--- config.mk ---
export PLATFORM = sky130hd
export DESIGN_NAME = button_event
export DESIGN_NICKNAME = d
export VERILOG_FILES = /design/src/rtl/button_event.sv
export SDC_FILE = /design/constraint.sdc
export NUM_CORES = 1
export LEC_CHECK = 0
export BUFFER_PORTS_ARGS = -buffer_cell sky130_fd_sc_hd__buf_2
export CELL_PAD_IN_SITES_DETAIL_PLACEMENT = 0
export CELL_PAD_IN_SITES_GLOBAL_PLACEMENT = 1
export CORE_UTILIZATION = 47
export CTS_BUF_LIST = sky130_fd_sc_hd__clkbuf_4 sky130_fd_sc_hd__clkbuf_8 sky130_fd_sc_hd__clkbuf_16
export CTS_CLUSTER_DIAMETER = 50
export DETAILED_ROUTE_END_ITERATION = 6
export GPL_ROUTABILITY_DRIVEN = 1
export PLACE_DENSITY_LB_ADDON = 0.25
export SLEW_MARGIN = 40
export SYNTH_ARGS = -nofsm -noshare
export SYNTH_HDL_FRONTEND = slang
export SYNTH_SLANG_ARGS = --single-unit
--- constraint.sdc ---
create_clock -name i_clk -period 2 [get_ports i_clk]
set_input_delay 0.4 -clock i_clk [delete_from_list [all_inputs] [get_ports i_clk]]
set_output_delay 0.4 -clock i_clk [all_outputs]
set_load 0.02 [all_outputs]
--- src/rtl/button_event.sv ---
// -----------------------------------------------------------------------------
// button_event
//   Classifies a debounced button level into click / double-click / long-press
//   events, with optional auto-repeat while the button stays held long.
//
//   Optional feature macro: BUTTON_REPEAT_EN
//     defined   -> o_repeat pulses every REPEAT_T ticks while in LONG
//     undefined -> o_repeat tied low, no repeat logic built
//
//   Parameters
//     TICK_DIV : clk cycles per timing tick (>=2)
//     LONG_T   : ticks held before a long press is reported (>=1)
//     DCLICK_T : ticks after release during which a new press is a double click
//     REPEAT_T : ticks between auto-repeat pulses (>=1)
//
//   Ports
//     i_clk        : system clock, all logic on rising edge
//     i_rst_n      : asynchronous active-low reset
//     i_btn        : debounced, clk-synchronous button level, 1 = pressed
//     o_click      : one-cycle pulse, single short press confirmed
//     o_dclick     : one-cycle pulse, double click
//     o_long_press : one-cycle pulse, hold reached LONG_T ticks
//     o_repeat     : one-cycle auto-repeat pulse while held long
//     o_busy       : high whenever the FSM is not IDLE
// -----------------------------------------------------------------------------
module button_event #(
  parameter int TICK_DIV = 1500,
  parameter int LONG_T   = 800,
  parameter int DCLICK_T = 250,
  parameter int REPEAT_T = 100
) (
  input  logic i_clk,
  input  logic i_rst_n,
  input  logic i_btn,
  output logic o_click,
  output logic o_dclick,
  output logic o_long_press,
  output logic o_repeat,
  output logic o_busy
);

  localparam int MAX_LD = (LONG_T > DCLICK_T) ? LONG_T : DCLICK_T;
  localparam int MAX_T  = (MAX_LD > REPEAT_T) ? MAX_LD : REPEAT_T;
  localparam int TW     = $clog2(MAX_T + 1);
  localparam int PW     = $clog2(TICK_DIV);

  typedef enum logic [2:0] {
    IDLE,
    PRESS1,
    WAIT2,
    PRESS2,
    LONG
  } state_t;

  state_t        r_state;
  state_t        w_next;
  logic          r_btn_q;
  logic [PW-1:0] r_presc;
  logic [TW-1:0] r_timer;
  logic          r_click;
  logic          r_dclick;
  logic          r_long;
  logic          r_busy;

  logic          w_rise;
  logic          w_fall;
  logic          w_tick;
  logic          w_clear;
  logic          w_click;
  logic          w_dclick;
  logic          w_long;

  assign w_rise = i_btn & ~r_btn_q;
  assign w_fall = ~i_btn & r_btn_q;
  assign w_tick = (r_presc == PW'(TICK_DIV - 1));

`ifdef BUTTON_REPEAT_EN
  logic r_repeat;
  logic w_repeat;
`endif

  // Next-state and event decode; edges are tested before tick expiry so an
  // edge landing on the expiry tick wins and suppresses the timeout pulse.
  always_comb begin
    w_next   = r_state;
    w_click  = 1'b0;
    w_dclick = 1'b0;
    w_long   = 1'b0;
`ifdef BUTTON_REPEAT_EN
    w_repeat = 1'b0;
`endif
    case (r_state)
      IDLE: begin
        if (w_rise) w_next = PRESS1;
      end
      PRESS1: begin
        if (w_fall) begin
          w_next = WAIT2;
        end else if (w_tick && (r_timer == TW'(LONG_T - 1))) begin
          w_next = LONG;
          w_long = 1'b1;
        end
      end
      WAIT2: begin
        if (w_rise) begin
          w_next = PRESS2;
        end else if (w_tick && (r_timer == TW'(DCLICK_T - 1))) begin
          w_next  = IDLE;
          w_click = 1'b1;
        end
      end
      PRESS2: begin
        if (w_fall) begin
          w_next   = IDLE;
          w_dclick = 1'b1;
        end
      end
      LONG: begin
        if (w_fall) begin
          w_next = IDLE;
`ifdef BUTTON_REPEAT_EN
        end else if (w_tick && (r_timer == TW'(REPEAT_T - 1))) begin
          w_repeat = 1'b1;
`endif
        end
      end
      default: w_next = IDLE;
    endcase
  end

`ifdef BUTTON_REPEAT_EN
  // A repeat pulse restarts the interval without leaving LONG.
  assign w_clear = (w_next != r_state) | w_repeat;
`else
  assign w_clear = (w_next != r_state);
`endif

  always_ff @(posedge i_clk or negedge i_rst_n) begin
    if (!i_rst_n) begin
      r_state <= IDLE;
      r_btn_q <= 1'b0;
    end else begin
      r_state <= w_next;
      r_btn_q <= i_btn;
    end
  end

  always_ff @(posedge i_clk or negedge i_rst_n) begin
    if (!i_rst_n) begin
      r_presc <= '0;
      r_timer <= '0;
    end else if (w_clear) begin
      r_presc <= '0;
      r_timer <= '0;
    end else if (w_tick) begin
      r_presc <= '0;
      if (r_timer != '1) r_timer <= r_timer + 1'b1;
    end else begin
      r_presc <= r_presc + 1'b1;
    end
  end

  always_ff @(posedge i_clk or negedge i_rst_n) begin
    if (!i_rst_n) begin
      r_click  <= 1'b0;
      r_dclick <= 1'b0;
      r_long   <= 1'b0;
      r_busy   <= 1'b0;
    end else begin
      r_click  <= w_click;
      r_dclick <= w_dclick;
      r_long   <= w_long;
      r_busy   <= (w_next != IDLE);
    end
  end

`ifdef BUTTON_REPEAT_EN
  always_ff @(posedge i_clk or negedge i_rst_n) begin
    if (!i_rst_n) r_repeat <= 1'b0;
    else          r_repeat <= w_repeat;
  end
  assign o_repeat = r_repeat;
`else
  assign o_repeat = 1'b0;
`endif

  assign o_click      = r_click;
  assign o_dclick     = r_dclick;
  assign o_long_press = r_long;
  assign o_busy       = r_busy;

endmodule

# ---- After elaboration in Yosys (flattened, before gate mapping)
# Index checks and enable logic that the tools add are counted.
dict set report totals {
  ff_bits 29
  in_bits 3
  word_cells 51
}
dict set report op_classes {
  muxes 20
  eq_ne 9
  bitwise 4
  reduce_logical 8
  add_sub_neg 2
}
# cell n
set op_table {}
lappend op_table {{2-to-1 mux 10 bit} 3}
lappend op_table {{2-to-1 mux 11 bit} 2}
lappend op_table {{2-to-1 mux 3 bit} 6}
lappend op_table {{case mux 3 bit (4 select lines)} 1}
lappend op_table {{adder 11 x 1 -> 11 bit (second input constant)} 1}
lappend op_table {{== test 11 bit (second input constant)} 1}
lappend op_table {{adder 10 x 1 -> 10 bit (second input constant)} 1}
lappend op_table {{== test 10 bit (second input constant)} 1}
lappend op_table {{== test 10 x 8 -> 1 bit (second input constant)} 1}
lappend op_table {{!= test 10 bit (second input constant)} 1}
lappend op_table {{2-to-1 mux 1 bit} 8}
lappend op_table {{== test 3 x 2 -> 1 bit (second input constant)} 2}
lappend op_table {{nonzero test 2 bit} 2}
lappend op_table {{== test 3 x 1 -> 1 bit (second input constant)} 1}
lappend op_table {{== test 3 bit (second input constant)} 1}
lappend op_table {{zero test 3 bit} 1}
lappend op_table {{!= test 3 bit} 1}
lappend op_table {{nonzero test 3 bit} 1}
lappend op_table {{AND 1 bit} 2}
lappend op_table {{logical AND 1 bit} 2}
lappend op_table {{NOT 1 bit} 2}
lappend op_table {{AND reduction 2 bit} 1}
lappend op_table {{OR reduction 2 bit} 1}

# ---- Depth between registers and ports, before layout
dict set report depth {
  depth_word 8
  depth_mapped 8
  depth_no_buf 7
}

# ---- Worst setup path before layout
# OpenSTA, ideal clock, no wires.
dict set report synth_timing {
  path_type {register to register}
  from {register r_presc[0]}
  to {register r_timer[7]}
  path_stages_with_launch 8
  path_buffers 1
  arrival_ns 1.597
  setup_slack_ns 0.284
  setup_ns 0.119
  required_ns 1.881
  path_cell_list {dfrtp_1 > ha_1 > and3_1 > and4_1 > nand2_1 > a211oi_2 > buf_6 > nor2_1}
}
dict set report synth_via {
  elab_chain_len 8
}
# element line_no
set synth_lines {}
lappend synth_lines {{start: declaration} 58} ;# logic [PW-1:0] r_presc;
lappend synth_lines {{start signal: assignment} 159} ;# r_presc <= r_presc + 1'b1;
lappend synth_lines {{== test 11 bit *} 75} ;# assign w_tick = (r_presc == PW'(TICK_DIV - 1));
lappend synth_lines {{logical AND 1 bit, on equally long branches} {107, 99}}
lappend synth_lines {{2-to-1 mux 3 bit, on equally long branches} {107, 99}}
lappend synth_lines {{2-to-1 mux 3 bit, on equally long branches} {105, 97}}
lappend synth_lines {{case mux 3 bit (4 select lines)} 92} ;# case (r_state)
lappend synth_lines {{!= test 3 bit} 135} ;# assign w_clear = (w_next != r_state);
lappend synth_lines {{nonzero test 2 bit (no line)} --}
lappend synth_lines {{AND reduction 2 bit (no line)} --}
lappend synth_lines {{end signal: assignment} 157} ;# if (r_timer != '1) r_timer <= r_timer + 1'b1;
lappend synth_lines {{end: declaration} 59} ;# logic [TW-1:0] r_timer;
# Every way passes the cells marked *; elsewhere a longest branch is shown, timed or not.
# A chain may end at the register's enable or synchronous reset.

# ---- Worst setup path in the final report
dict set report layout_timing {
  from {register r_presc[1]}
  to {register r_state[2]}
}
dict set report layout_via {
  elab_chain_len 5
}
# element line_no
set layout_lines {}
lappend layout_lines {{== test 11 bit *} 75}
lappend layout_lines {{logical AND 1 bit, on equally long branches} {107, 99}}
lappend layout_lines {{2-to-1 mux 3 bit, on equally long branches} {107, 99}}
lappend layout_lines {{2-to-1 mux 3 bit, on equally long branches} {105, 97}}
lappend layout_lines {{case mux 3 bit (4 select lines) *} 92}
lappend layout_lines {{named net w_next[2]} 56} ;# state_t w_next;
lappend layout_lines {{end signal: assignment} 143} ;# r_state <= w_next;
lappend layout_lines {{end: declaration} 55} ;# state_t r_state;
# The timed path passes the listed nets; every way through them passes the cells marked *.

==> results.sh <==
export IMPL_outcome="finished, final reports clean"
export IMPL_hold_viol=0
export IMPL_cp_max_fo=4
export IMPL_clockPowerShare=0.276
export IMPL_synth_top_cell_area_share=0.474
export IMPL_drv_cap=0
export IMPL_p_leak_uw=0.000776
export IMPL_die_w_um=59.1
export IMPL_area_growth_pct=13.8
export IMPL_antenna_found_initial=0
export IMPL_swShare=0.299
export IMPL_cts_max_path_buffers=2
export IMPL_cts_buffers=5
export IMPL_ios=8
export IMPL_synth_area_leaders="dfrtp_1 47%, nor2_1 6.9%, xnor2_1 6.9%"
export IMPL_drt_iter0_drc=36
export IMPL_gr_max_usage_layer="met2"
export IMPL_pwr_share_seq=0.534
export IMPL_synthFlopType="dfrtp_1"
export IMPL_power_total_uw=1330
export IMPL_io_buffers=6
export IMPL_syn_inst=157
export IMPL_globalplace_congestion=0.817
export IMPL_power_frac_comb=0.189
export IMPL_holdCritPathClass="input port to asynchronous set/reset pin"
export IMPL_powerDensity_nw_per_um2=766
export IMPL_diodes=0
export IMPL_use_met3=0.0546
export IMPL_vias_per_cell=5.29
export IMPL_relSlewSlack=0.577
export IMPL_clk_latency_ps=310
export IMPL_dr_pass1_iters=4
export IMPL_start_util=0.497
export IMPL_num_rows=20
export IMPL_num_vias=1169
export IMPL_grt_use_total=0.193
export IMPL_final_setup_skew_ps=1.36
export IMPL_slew_violations=0
export IMPL_finalWirelength_um=2860
export IMPL_rsz0062_at_grt="false"
export IMPL_htree_levels=2
export IMPL_synth_cell_area_um2=1530
export IMPL_finalSetupTns_ps=0
export IMPL_clock_sinks=29
export IMPL_drc_errors=0
export IMPL_yosysWarnings=0
export IMPL_fin_ws_ps=160
export IMPL_cts_root_buffer="clkbuf_4"
export IMPL_grt_pass1_vias=1138
export IMPL_ys_seq_area_frac=0.474
export IMPL_max_freq_ghz=0.544
export IMPL_async_flop_share=1.00
export IMPL_fin_crit_sh=0.920
export IMPL_holdBufCountCts=0
export IMPL_power_switching_uw=399
export IMPL_ant_nets=0
export IMPL_die_area_um2=3490
export IMPL_grt_first_pass_wirelength_um=4910
export IMPL_setup_viol=0
export IMPL_p_int_uw=935
export IMPL_tightest_slew_ps=634
export IMPL_hpwl_um=2040
export IMPL_final_layout_size_suffix_gt1_frac=0.192
export IMPL_start_kind="flip-flop"
export IMPL_synth_most_common_cell="dfrtp_1"
export IMPL_grt_max_degree=30
export IMPL_die_h_um=59.1
export IMPL_critPathKind="flip-flop to flip-flop"
export IMPL_cp_required_ps=2220
export IMPL_dp_slack_ps=20.7
export IMPL_coreArea_um2=3080
export IMPL_cp_end_kind="flip-flop"
export IMPL_synth_seq_cells=29
export IMPL_synth_common_cells="29 x dfrtp_1, 28 x nor2_1, 12 x xnor2_1, 9 x nand3_1"
export IMPL_syn_nets=163
export IMPL_grt_use_met1=0.244
export IMPL_period_needed_ps=1840
export IMPL_layout_nets=183
export IMPL_wl_per_cell_um=12.9
export IMPL_use_met2=0.300
export IMPL_irDropWorstVdd_mv=0.461
export IMPL_grt_overflow=0
export IMPL_synth_top_area_cell="dfrtp_1"
export IMPL_synth_edf_count=0
export IMPL_yosysUniqueCellTypes=38
export IMPL_clk_pin_slew_ps=90
export IMPL_arrival_ps=2060
export IMPL_cts_tree="done"
export IMPL_syn_area_per_cell_um2=9.75
[cell usage in the layout (no fill, tap or decap), types with 7 or more instances in the layout]
cell type	count
nor2_1	28
dfrtp_1	28
xnor2_1	12
buf_4	12
nand3_1	9
nor2b_1	7
xor2_1	7
[final cells by class]
class,count,area [um2]
Clock buffer,7,58.8
Fill cell,277,1340
Tap cell,44,55.1
Multi-Input combinational cell,118,762
Timing Repair Buffer,18,120
Inverter,5,18.8
Sequential cell,29,727
[what timing repair did]
item	CTS	global route
setup endpoints to repair	1	13
cloned	0	0
resized for setup	1	2
buffers inserted	0	1
[stage by stage]
step / cells / hold WS, ps / cell area, um2 / utilization
2_1_floorplan: 157 / 104 / 1530 / -
3_3_place_gp: 213 / 450 / 1670 / 0.541
3_5_place_dp: 213 / 462 / 1670 / 0.541
4_1_cts: 220 / 106 / 1730 / 0.562
5_1_grt: 221 / 123 / 1740 / 0.566
6_report: 221 / 98.5 / 1740 / 0.566
[power by group through the flow]
| stage | logic [uW] | registers, uW | clock network [uW] |
|---|---|---|---|
| 5_1_grt | 289 | 721 | 409 |
| 2_1_floorplan | 191 | 700 | 0 |
| 3_5_place_dp | 235 | 726 | 0 |
| 4_1_cts | 237 | 713 | 382 |
| 3_3_place_gp | 232 | 722 | 0 |
| 6_report | 253 | 713 | 369 |
[state kept, by name, summed over array words and instances, names as in the netlist]
signal and flops:
r_presc 11, r_btn_q 1, o_busy 1, r_state 3, r_timer 10, o_dclick 1, o_click 1, o_long_press 1
[kinds of logic after synthesis]
family | share of synthesized area
xor+xnor | 0.109
compound gates | 0.0720
simple gates | 0.285
other cells | 0.00245
flops | 0.474
buf+inv | 0.0335
fa+ha+maj | 0.0245
[worst paths after layout]
| check | start | endpoint | slack (ps) | cells after the start |
|---|---|---|---|---|
| min in group i_clk | i_btn | r_btn_q$_DFF_PN0_ | 240 | 1 |
| worst min-delay path | i_rst_n | r_timer[7]$_DFFE_PN0P_ | 100 | 1 |
| worst max-delay path | r_presc[1]$_DFF_PN0_ | r_state[2]$_DFF_PN0_ | 160 | 6 |
| worst max register to register | r_presc[1]$_DFF_PN0_ | r_state[2]$_DFF_PN0_ | 160 | 6 |
| worst min register to register | r_state[2]$_DFF_PN0_ | r_state[1]$_DFF_PN0_ | 540 | 1 |
| max in group asynchronous | i_rst_n | r_timer[0]$_DFFE_PN0P_ | 1460 | 1 |
[per-layer routing]
layer,up-vias,part of all wire
met4,0,0.016
met1,569,0.51
met3,5,0.026
met5,-,0
li1,582,-
met2,13,0.45
[critical path, stage by stage, from the launching register on]
cell and delay (ps):
dfrtp_1 400, ha_2 230, and3_1 230, nand4_1 160, nor4b_2 400, nand2_1 90, a211oi_1 250
Power figures use the tool's default switching activity.
